===== config.mk =====
export PLATFORM = sky130hd
export DESIGN_NAME = ym3438_pg
export DESIGN_NICKNAME = d
export VERILOG_FILES = /design/src/rtl/ym3438_pg_pkg.sv /design/src/rtl/ym3438_pg_inc.sv /design/src/rtl/ym3438_pg.sv
export SDC_FILE = /design/constraint.sdc
export NUM_CORES = 1
export LEC_CHECK = 0
export CELL_PAD_IN_SITES_DETAIL_PLACEMENT = 1
export CELL_PAD_IN_SITES_GLOBAL_PLACEMENT = 2
export CORE_MARGIN = 2
export CORE_UTILIZATION = 45
export CTS_CLUSTER_DIAMETER = 60
export DETAILED_ROUTE_END_ITERATION = 10
export PLACE_DENSITY_LB_ADDON = 0.1
export SKIP_CTS_REPAIR_TIMING = 1
export SLEW_MARGIN = 20
export SYNTH_ARGS = -nofsm -noshare
export SYNTH_HDL_FRONTEND = slang
export SYNTH_SLANG_ARGS = --single-unit
export TNS_END_PERCENT = 5

===== constraint.sdc =====
create_clock -name MCLK -period 12.6 [get_ports MCLK]
set_clock_uncertainty 0.15 [all_clocks]
set_input_delay 3.78 -clock MCLK [delete_from_list [all_inputs] [get_ports MCLK]]
set_output_delay 3.78 -clock MCLK [all_outputs]
set_load 0.03 [all_outputs]

===== src/rtl/ym3438_pg_pkg.sv =====
// Shared types and the OPN2 detune table for the phase generator.
// Detune rows are indexed by dt[1:0]-1; dt[1:0]=0 means no detune.
package ym3438_pg_pkg;

    localparam int SLOT_W  = 5;
    localparam int PHASE_B = 20;
    localparam int FREQ_B  = 17;

    typedef logic [SLOT_W-1:0]  slot_t;
    typedef logic [PHASE_B-1:0] phase_t;
    typedef logic [FREQ_B-1:0]  freq_t;

    localparam logic [4:0] DT_TABLE [0:2][0:31] = '{
        '{5'd0, 5'd0, 5'd0, 5'd0, 5'd1, 5'd1, 5'd1, 5'd1, 5'd1, 5'd1, 5'd1, 5'd1, 5'd2, 5'd2, 5'd2, 5'd2,
          5'd2, 5'd3, 5'd3, 5'd3, 5'd4, 5'd4, 5'd4, 5'd5, 5'd5, 5'd6, 5'd6, 5'd7, 5'd8, 5'd8, 5'd8, 5'd8},
        '{5'd1, 5'd1, 5'd1, 5'd1, 5'd2, 5'd2, 5'd2, 5'd2, 5'd2, 5'd3, 5'd3, 5'd3, 5'd4, 5'd4, 5'd4, 5'd5,
          5'd5, 5'd6, 5'd6, 5'd7, 5'd8, 5'd8, 5'd9, 5'd10, 5'd11, 5'd12, 5'd13, 5'd14, 5'd16, 5'd16, 5'd16, 5'd16},
        '{5'd2, 5'd2, 5'd2, 5'd2, 5'd2, 5'd3, 5'd3, 5'd3, 5'd4, 5'd4, 5'd4, 5'd5, 5'd5, 5'd6, 5'd6, 5'd7,
          5'd8, 5'd8, 5'd9, 5'd10, 5'd11, 5'd12, 5'd13, 5'd14, 5'd16, 5'd17, 5'd19, 5'd20, 5'd22, 5'd22, 5'd22, 5'd22}
    };

    // Keycode: octave, top fnum bit, and a note bit rounding the upper fnum nibble.
    function automatic logic [4:0] keycode(input logic [2:0] block, input logic [3:0] f);
        logic note;
        note = (f[3] & (f[2] | f[1] | f[0])) | (~f[3] & f[2] & f[1] & f[0]);
        return {block, f[3], note};
    endfunction

endpackage


===== src/rtl/ym3438_pg_inc.sv =====
// Combinational increment datapath: block shift + detune (stage 1) and
// multiple (stage 2). The stage registers live in the parent.
module ym3438_pg_inc
    import ym3438_pg_pkg::*;
(
    input  logic [11:0] fnum_lfo,
    input  logic [2:0]  block,
    input  logic [2:0]  dt,
    input  freq_t       freq_q,
    input  logic [3:0]  mul_q,
    output freq_t       freq_d,
    output phase_t      inc_d
);

    logic [18:0] shifted;
    logic [4:0]  kc;
    logic [4:0]  det;
    logic [1:0]  dt_row;
    logic [20:0] product;

    always_comb begin
        shifted = {7'd0, fnum_lfo} << block;
        kc      = keycode(block, fnum_lfo[11:8]);
        dt_row  = dt[1:0] - 2'd1;
        det     = (dt[1:0] == 2'd0) ? 5'd0 : DT_TABLE[dt_row][kc];
        // Detune wraps modulo 2^17 in both directions.
        freq_d  = dt[2] ? (shifted[18:2] - freq_t'(det)) : (shifted[18:2] + freq_t'(det));

        product = {4'd0, freq_q} * {17'd0, mul_q};
        inc_d   = (mul_q == 4'd0) ? {4'd0, freq_q[16:1]} : product[19:0];
    end

endmodule


===== src/rtl/ym3438_pg.sv =====
// YM3438 phase generator: 3-step pipeline accumulating one 20-bit phase per
// slot in a slot-addressed memory, emitting the top 10 bits with their slot tag.
module ym3438_pg
    import ym3438_pg_pkg::*;
#(
    parameter int SLOTS   = 24,
    parameter int PHASE_W = 20
) (
    input  logic        MCLK,
    input  logic        IC,
    input  logic        slot_en,
    input  logic        sync,
    input  logic [11:0] fnum_lfo,
    input  logic [2:0]  block,
    input  logic [2:0]  dt,
    input  logic [3:0]  mul,
    input  logic        pg_reset,
    output logic [9:0]  phase_out,
    output logic [4:0]  phase_slot,
    output logic        phase_valid
);

    slot_t        slot_cnt_reg;
    slot_t        slot_cnt_next;
    freq_t        freq_reg;
    logic [3:0]   mul_reg;
    slot_t        tag1_reg;
    logic         rst1_reg;
    phase_t       inc_reg;
    slot_t        tag2_reg;
    logic         rst2_reg;
    logic [1:0]   fill_reg;
    freq_t        freq_next;
    phase_t       inc_next;
    logic [PHASE_W-1:0] phase_next;
    logic [PHASE_W-1:0] phase_mem [SLOTS];

    ym3438_pg_inc u_inc (
        .fnum_lfo (fnum_lfo),
        .block    (block),
        .dt       (dt),
        .freq_q   (freq_reg),
        .mul_q    (mul_reg),
        .freq_d   (freq_next),
        .inc_d    (inc_next)
    );

    always_comb begin
        slot_cnt_next = slot_cnt_reg + slot_t'(1);
        if (sync || slot_cnt_reg == slot_t'(SLOTS - 1)) begin
            slot_cnt_next = '0;
        end
        // Key-on reset wins over accumulation.
        phase_next = rst2_reg ? '0 : (phase_mem[tag2_reg] + PHASE_W'(inc_reg));
    end

    always_ff @(posedge MCLK or negedge IC) begin
        if (!IC) begin
            slot_cnt_reg <= '0;
            freq_reg     <= '0;
            mul_reg      <= '0;
            tag1_reg     <= '0;
            rst1_reg     <= 1'b0;
            inc_reg      <= '0;
            tag2_reg     <= '0;
            rst2_reg     <= 1'b0;
            fill_reg     <= '0;
            phase_out    <= '0;
            phase_slot   <= '0;
            phase_valid  <= 1'b0;
        end else if (slot_en) begin
            slot_cnt_reg <= slot_cnt_next;
            freq_reg     <= freq_next;
            mul_reg      <= mul;
            tag1_reg     <= slot_cnt_reg;
            rst1_reg     <= pg_reset;
            inc_reg      <= inc_next;
            tag2_reg     <= tag1_reg;
            rst2_reg     <= rst1_reg;
            phase_out    <= phase_next[PHASE_W-1:PHASE_W-10];
            phase_slot   <= tag2_reg;
            // Valid once the first real sample has reached the output stage.
            if (fill_reg != 2'd2) begin
                fill_reg <= fill_reg + 2'd1;
            end else begin
                phase_valid <= 1'b1;
            end
        end
    end

    always_ff @(posedge MCLK or negedge IC) begin
        if (!IC) begin
            for (int i = 0; i < SLOTS; i++) begin
                phase_mem[i] <= '0;
            end
        end else if (slot_en) begin
            phase_mem[tag2_reg] <= phase_next;
        end
    end

endmodule


==> results.sh <==
export IMPL_cts_htree_levels=2
export IMPL_rr_worst_depth=13
export IMPL_number_of_placement_rows=91
export IMPL_drt_pass1_iterations=5
export IMPL_fin_setup_tns_ns=0
export IMPL_cpMaxStageDelayCell="sky130_fd_sc_hd__or4b_2"
export IMPL_worst_slack_ns=3.709
export IMPL_rsz0062_at_grt="no"
export IMPL_dp_cells=3441
export IMPL_cts_tree="yes"
export IMPL_clock_sink_count=556
export IMPL_maxCapViolCount=0
export IMPL_critical_path_endpoint_type="register"
export IMPL_io_buffers=42
export IMPL_grt_max_degree=138
export IMPL_grt_antenna_before_repair=0
export IMPL_synth_area_top_cells="sky130_fd_sc_hd__dfrtp_1 49%, sky130_fd_sc_hd__mux4_2 9.3%, sky130_fd_sc_hd__o21ai_0 7.8%, sky130_fd_sc_hd__nand2_1 7.5%, sky130_fd_sc_hd__ha_1 2.9%"
export IMPL_post_synthesis_register_bit_count=556
export IMPL_hold_depth=1
export IMPL_ant_nets=0
export IMPL_synth_top_area_share_pct=49.26
export IMPL_cts_buffers_inserted=61
export IMPL_critPathRequiredTime_ns=12.98
export IMPL_p_leak_uw=0.01387
export IMPL_synth_area_um2=28250
export IMPL_die_width_um=254.5
export IMPL_worst_setup_hold_path_clk_slew_ns=0.06
export IMPL_timing_critical_path_slowest_cell_delay_ns=0.60
export IMPL_report_final_setup_viol=0
export IMPL_timing_rr_start="tag2_reg[0]"
export IMPL_synth_distinct_cells=82
export IMPL_cts_root_buffer="sky130_fd_sc_hd__clkbuf_16"
export IMPL_maxClockFrequency_mhz=112.5
export IMPL_cp_arrival_ns=9.27
export IMPL_power_per_cell_area_nw_per_um2=222.8
export IMPL_drc=0
export IMPL_synth_top_flop_cell="sky130_fd_sc_hd__dfrtp_1"
export IMPL_max_slew_worst_pin_slew_ns=0.9903
export IMPL_max_reg_flops=480
export IMPL_slew_headroom_pct=33.77
export IMPL_power_clock_fraction_pct=27.0
export IMPL_sw_frac_of_total_pct=41.04
export IMPL_nets=2792
export IMPL_power_ir_vdd_worst_mv=0.1210
export IMPL_postSynthCellCount=2745
export IMPL_synth_seq_area_share_pct=49.26
export IMPL_share_comb_of_total_power_pct=40.3
export IMPL_track_usage_pct=26.67
export IMPL_run_status="completed"
export IMPL_final_max_slew_viol_count=0
export IMPL_final_cell_area_um2=31370
export IMPL_post_synth_cell_area_avg_um2=10.29
export IMPL_final_instance_count_excl_fill=3558
export IMPL_critical_path_cell_chain="clkdlybuf4s50_1 -> inv_1 -> ha_1 -> or4b_2 -> o211ai_1 -> a21oi_1 -> o221ai_1 -> nor2_1 -> or2_2 -> ha_1 -> and2_1 -> ha_1 -> a21oi_1 -> ha_1 -> and3_1 -> a21oi_1 -> a31oi_1 -> o21ai_0 -> a21oi_1 -> o211a_1 -> or3_1 -> a31o_2"
export IMPL_wl_per_cell_um=23.58
export IMPL_r2r_slack_ns=6.26
export IMPL_hold_vio_cnt_final=0
export IMPL_routed_wl_mm=83.88
export IMPL_synth_enable_flop_cells=0
export IMPL_areaGrowthSynthToFinish_pct=11.04
export IMPL_estimated_wirelength_of_the_detail_placed_design_mm=53.98
export IMPL_hp_start="phase_valid"
export IMPL_crit_path_start_kind="input port"
export IMPL_asyncSetResetFlopFracSynth_pct=100.0
export IMPL_die_area_um2=64790
export IMPL_drt_vias_per_instance=5.877
export IMPL_die_height_um=254.5
export IMPL_layout_cells_most_common_list="565 x sky130_fd_sc_hd__nand2_1, 553 x sky130_fd_sc_hd__dfrtp_1, 443 x sky130_fd_sc_hd__o21ai_0"
export IMPL_globalplace_congestion=0.8313
export IMPL_finalWorstPathRequiredPeriod_ns=8.891
export IMPL_final_common_cell="sky130_fd_sc_hd__nand2_1"
export IMPL_pre_cts_ws_ns=3.199
export IMPL_grt_overflow=0
export IMPL_cts_root_to_sink_buffers=3
export IMPL_postPlaceCellArea_um2=29220
export IMPL_fin_worst_hold_slack_ns=0.3131
export IMPL_worst_r2r_endpoint="phase_mem[152]"
export IMPL_synth_largest_area_cell="sky130_fd_sc_hd__dfrtp_1"
export IMPL_period_share_pct=70.57
export IMPL_grt_pass1_vias=22040
export IMPL_whs_endpoint="phase_valid"
export IMPL_synth_warning_count=0
export IMPL_core_area_um2=61830
export IMPL_top_level_ports=43
export IMPL_p_int_uw=4121
export IMPL_critPathKind="in2reg"
export IMPL_worst_path_max_fanout=5
export IMPL_syn_nets=2870
export IMPL_seqPwrFrac_pct=32.8
export IMPL_vias=20910
export IMPL_min_delay_path_class="reg2reg"
export IMPL_detailedRoute_firstIterationViolations=1375
export IMPL_worstSkewPairLatency_ns=0.64
export IMPL_grt_first_pass_wirelength_mm=132.0
export IMPL_layout_drive_gt1_share_pct=12.43
export IMPL_initial_utilization_pct=45.69
export IMPL_total_switching_power_uw=2868
==> how the worst max path moves through the flow <==
stage,from,endpoint,depth (start not counted)
detailed placement,dt[0],freq_reg[15],22
global route,block[0],freq_reg[15],19
finish,dt[1],freq_reg[15],22
CTS,dt[0],freq_reg[15],22
global placement,dt[0],freq_reg[15],22
floorplan,dt[0],freq_reg[15],21
==> through the flow <==
step / util (%) / total power, uW
2_1_floorplan: - / 4244
3_3_place_gp: 47.27 / 5042
3_5_place_dp: 47.27 / 5133
4_1_cts: 50.73 / 7051
5_1_grt: 50.73 / 7451
6_report: 50.73 / 6989
==> layout make-up <==
class / instances / area, um^2
Antenna cell: 1 / 2.502
Clock buffer: 84 / 1773
Clock inverter: 32 / 365.4
Fill cell: 6686 / 30460
Inverter: 58 / 217.7
Multi-Input combinational cell: 1904 / 13240
Sequential cell: 556 / 13920
Tap cell: 837 / 1047
Timing Repair Buffer: 86 / 800.8
==> power groups by stage <==
| stage | clock (uW) | combinational (uW) | sequential [uW] |
|---|---|---|---|
| 6_report | 1890 | 2810 | 2290 |
| 4_1_cts | 1930 | 2830 | 2290 |
| 3_3_place_gp | 0 | 2740 | 2300 |
| 2_1_floorplan | 0 | 2020 | 2220 |
| 3_5_place_dp | 0 | 2810 | 2320 |
| 5_1_grt | 2000 | 3130 | 2320 |
==> cells in the mapped netlist, types with 3 or more instances <==
cell type / instances
sky130_fd_sc_hd__o21ai_0: 443
sky130_fd_sc_hd__and2_1: 24
sky130_fd_sc_hd__nor3_1: 20
sky130_fd_sc_hd__nor2b_1: 7
sky130_fd_sc_hd__o211ai_1: 8
sky130_fd_sc_hd__buf_2: 18
sky130_fd_sc_hd__buf_6: 5
sky130_fd_sc_hd__or2_2: 3
sky130_fd_sc_hd__o21ai_1: 24
sky130_fd_sc_hd__nand2_1: 566
sky130_fd_sc_hd__nor2_1: 107
sky130_fd_sc_hd__inv_1: 57
sky130_fd_sc_hd__mux2_2: 32
sky130_fd_sc_hd__nand2b_1: 5
sky130_fd_sc_hd__mux2i_1: 16
sky130_fd_sc_hd__buf_1: 12
sky130_fd_sc_hd__or3_1: 6
sky130_fd_sc_hd__buf_4: 3
sky130_fd_sc_hd__a31oi_1: 11
sky130_fd_sc_hd__and3_1: 8
sky130_fd_sc_hd__o21a_1: 12
sky130_fd_sc_hd__xnor2_1: 27
sky130_fd_sc_hd__a22o_1: 52
sky130_fd_sc_hd__o21bai_1: 4
sky130_fd_sc_hd__a221o_1: 3
sky130_fd_sc_hd__nand3_1: 31
sky130_fd_sc_hd__fa_1: 32
sky130_fd_sc_hd__dfrtp_1: 556
sky130_fd_sc_hd__o31ai_1: 30
sky130_fd_sc_hd__a21o_1: 19
sky130_fd_sc_hd__clkbuf_1: 189
sky130_fd_sc_hd__a31o_2: 4
sky130_fd_sc_hd__xor2_1: 12
sky130_fd_sc_hd__nand4_1: 8
sky130_fd_sc_hd__a211oi_1: 12
sky130_fd_sc_hd__nor3b_1: 7
sky130_fd_sc_hd__mux4_1: 4
sky130_fd_sc_hd__mux4_2: 117
sky130_fd_sc_hd__a22oi_1: 58
sky130_fd_sc_hd__ha_1: 66
sky130_fd_sc_hd__a21oi_1: 75
==> worst max-delay path: cells and delay by family <==
kind / cells / cell delay [ns]
compound gates: 10 / 2.08
simple gates: 6 / 1.65
buf+inv: 2 / 0.60
fa+ha+maj: 4 / 1.14
==> cell families (layout without fill, tap and decap cells) <==
logic type      Yosys count  after routing  share of synthesized area [%]
buf+inv                 285            260                          4.040
other cells               0              1                              0
flops                   556            556                          49.26
mux                     171            171                          11.67
compound gates          789            789                          16.68
simple gates            804            804                          11.73
fa+ha+maj                98             98                          5.192
xor+xnor                 42             42                          1.422
==> routing by layer <==
metal	track usage, %	wire length [um]	vias to the layer above
li1	-	-	9559
met1	36.51	37490	10840
met2	45.42	41230	401
met3	3.562	3408	109
met4	5.998	1748	0
met5	0	0	-
Note: power is estimated with default switching activity, not from simulation.
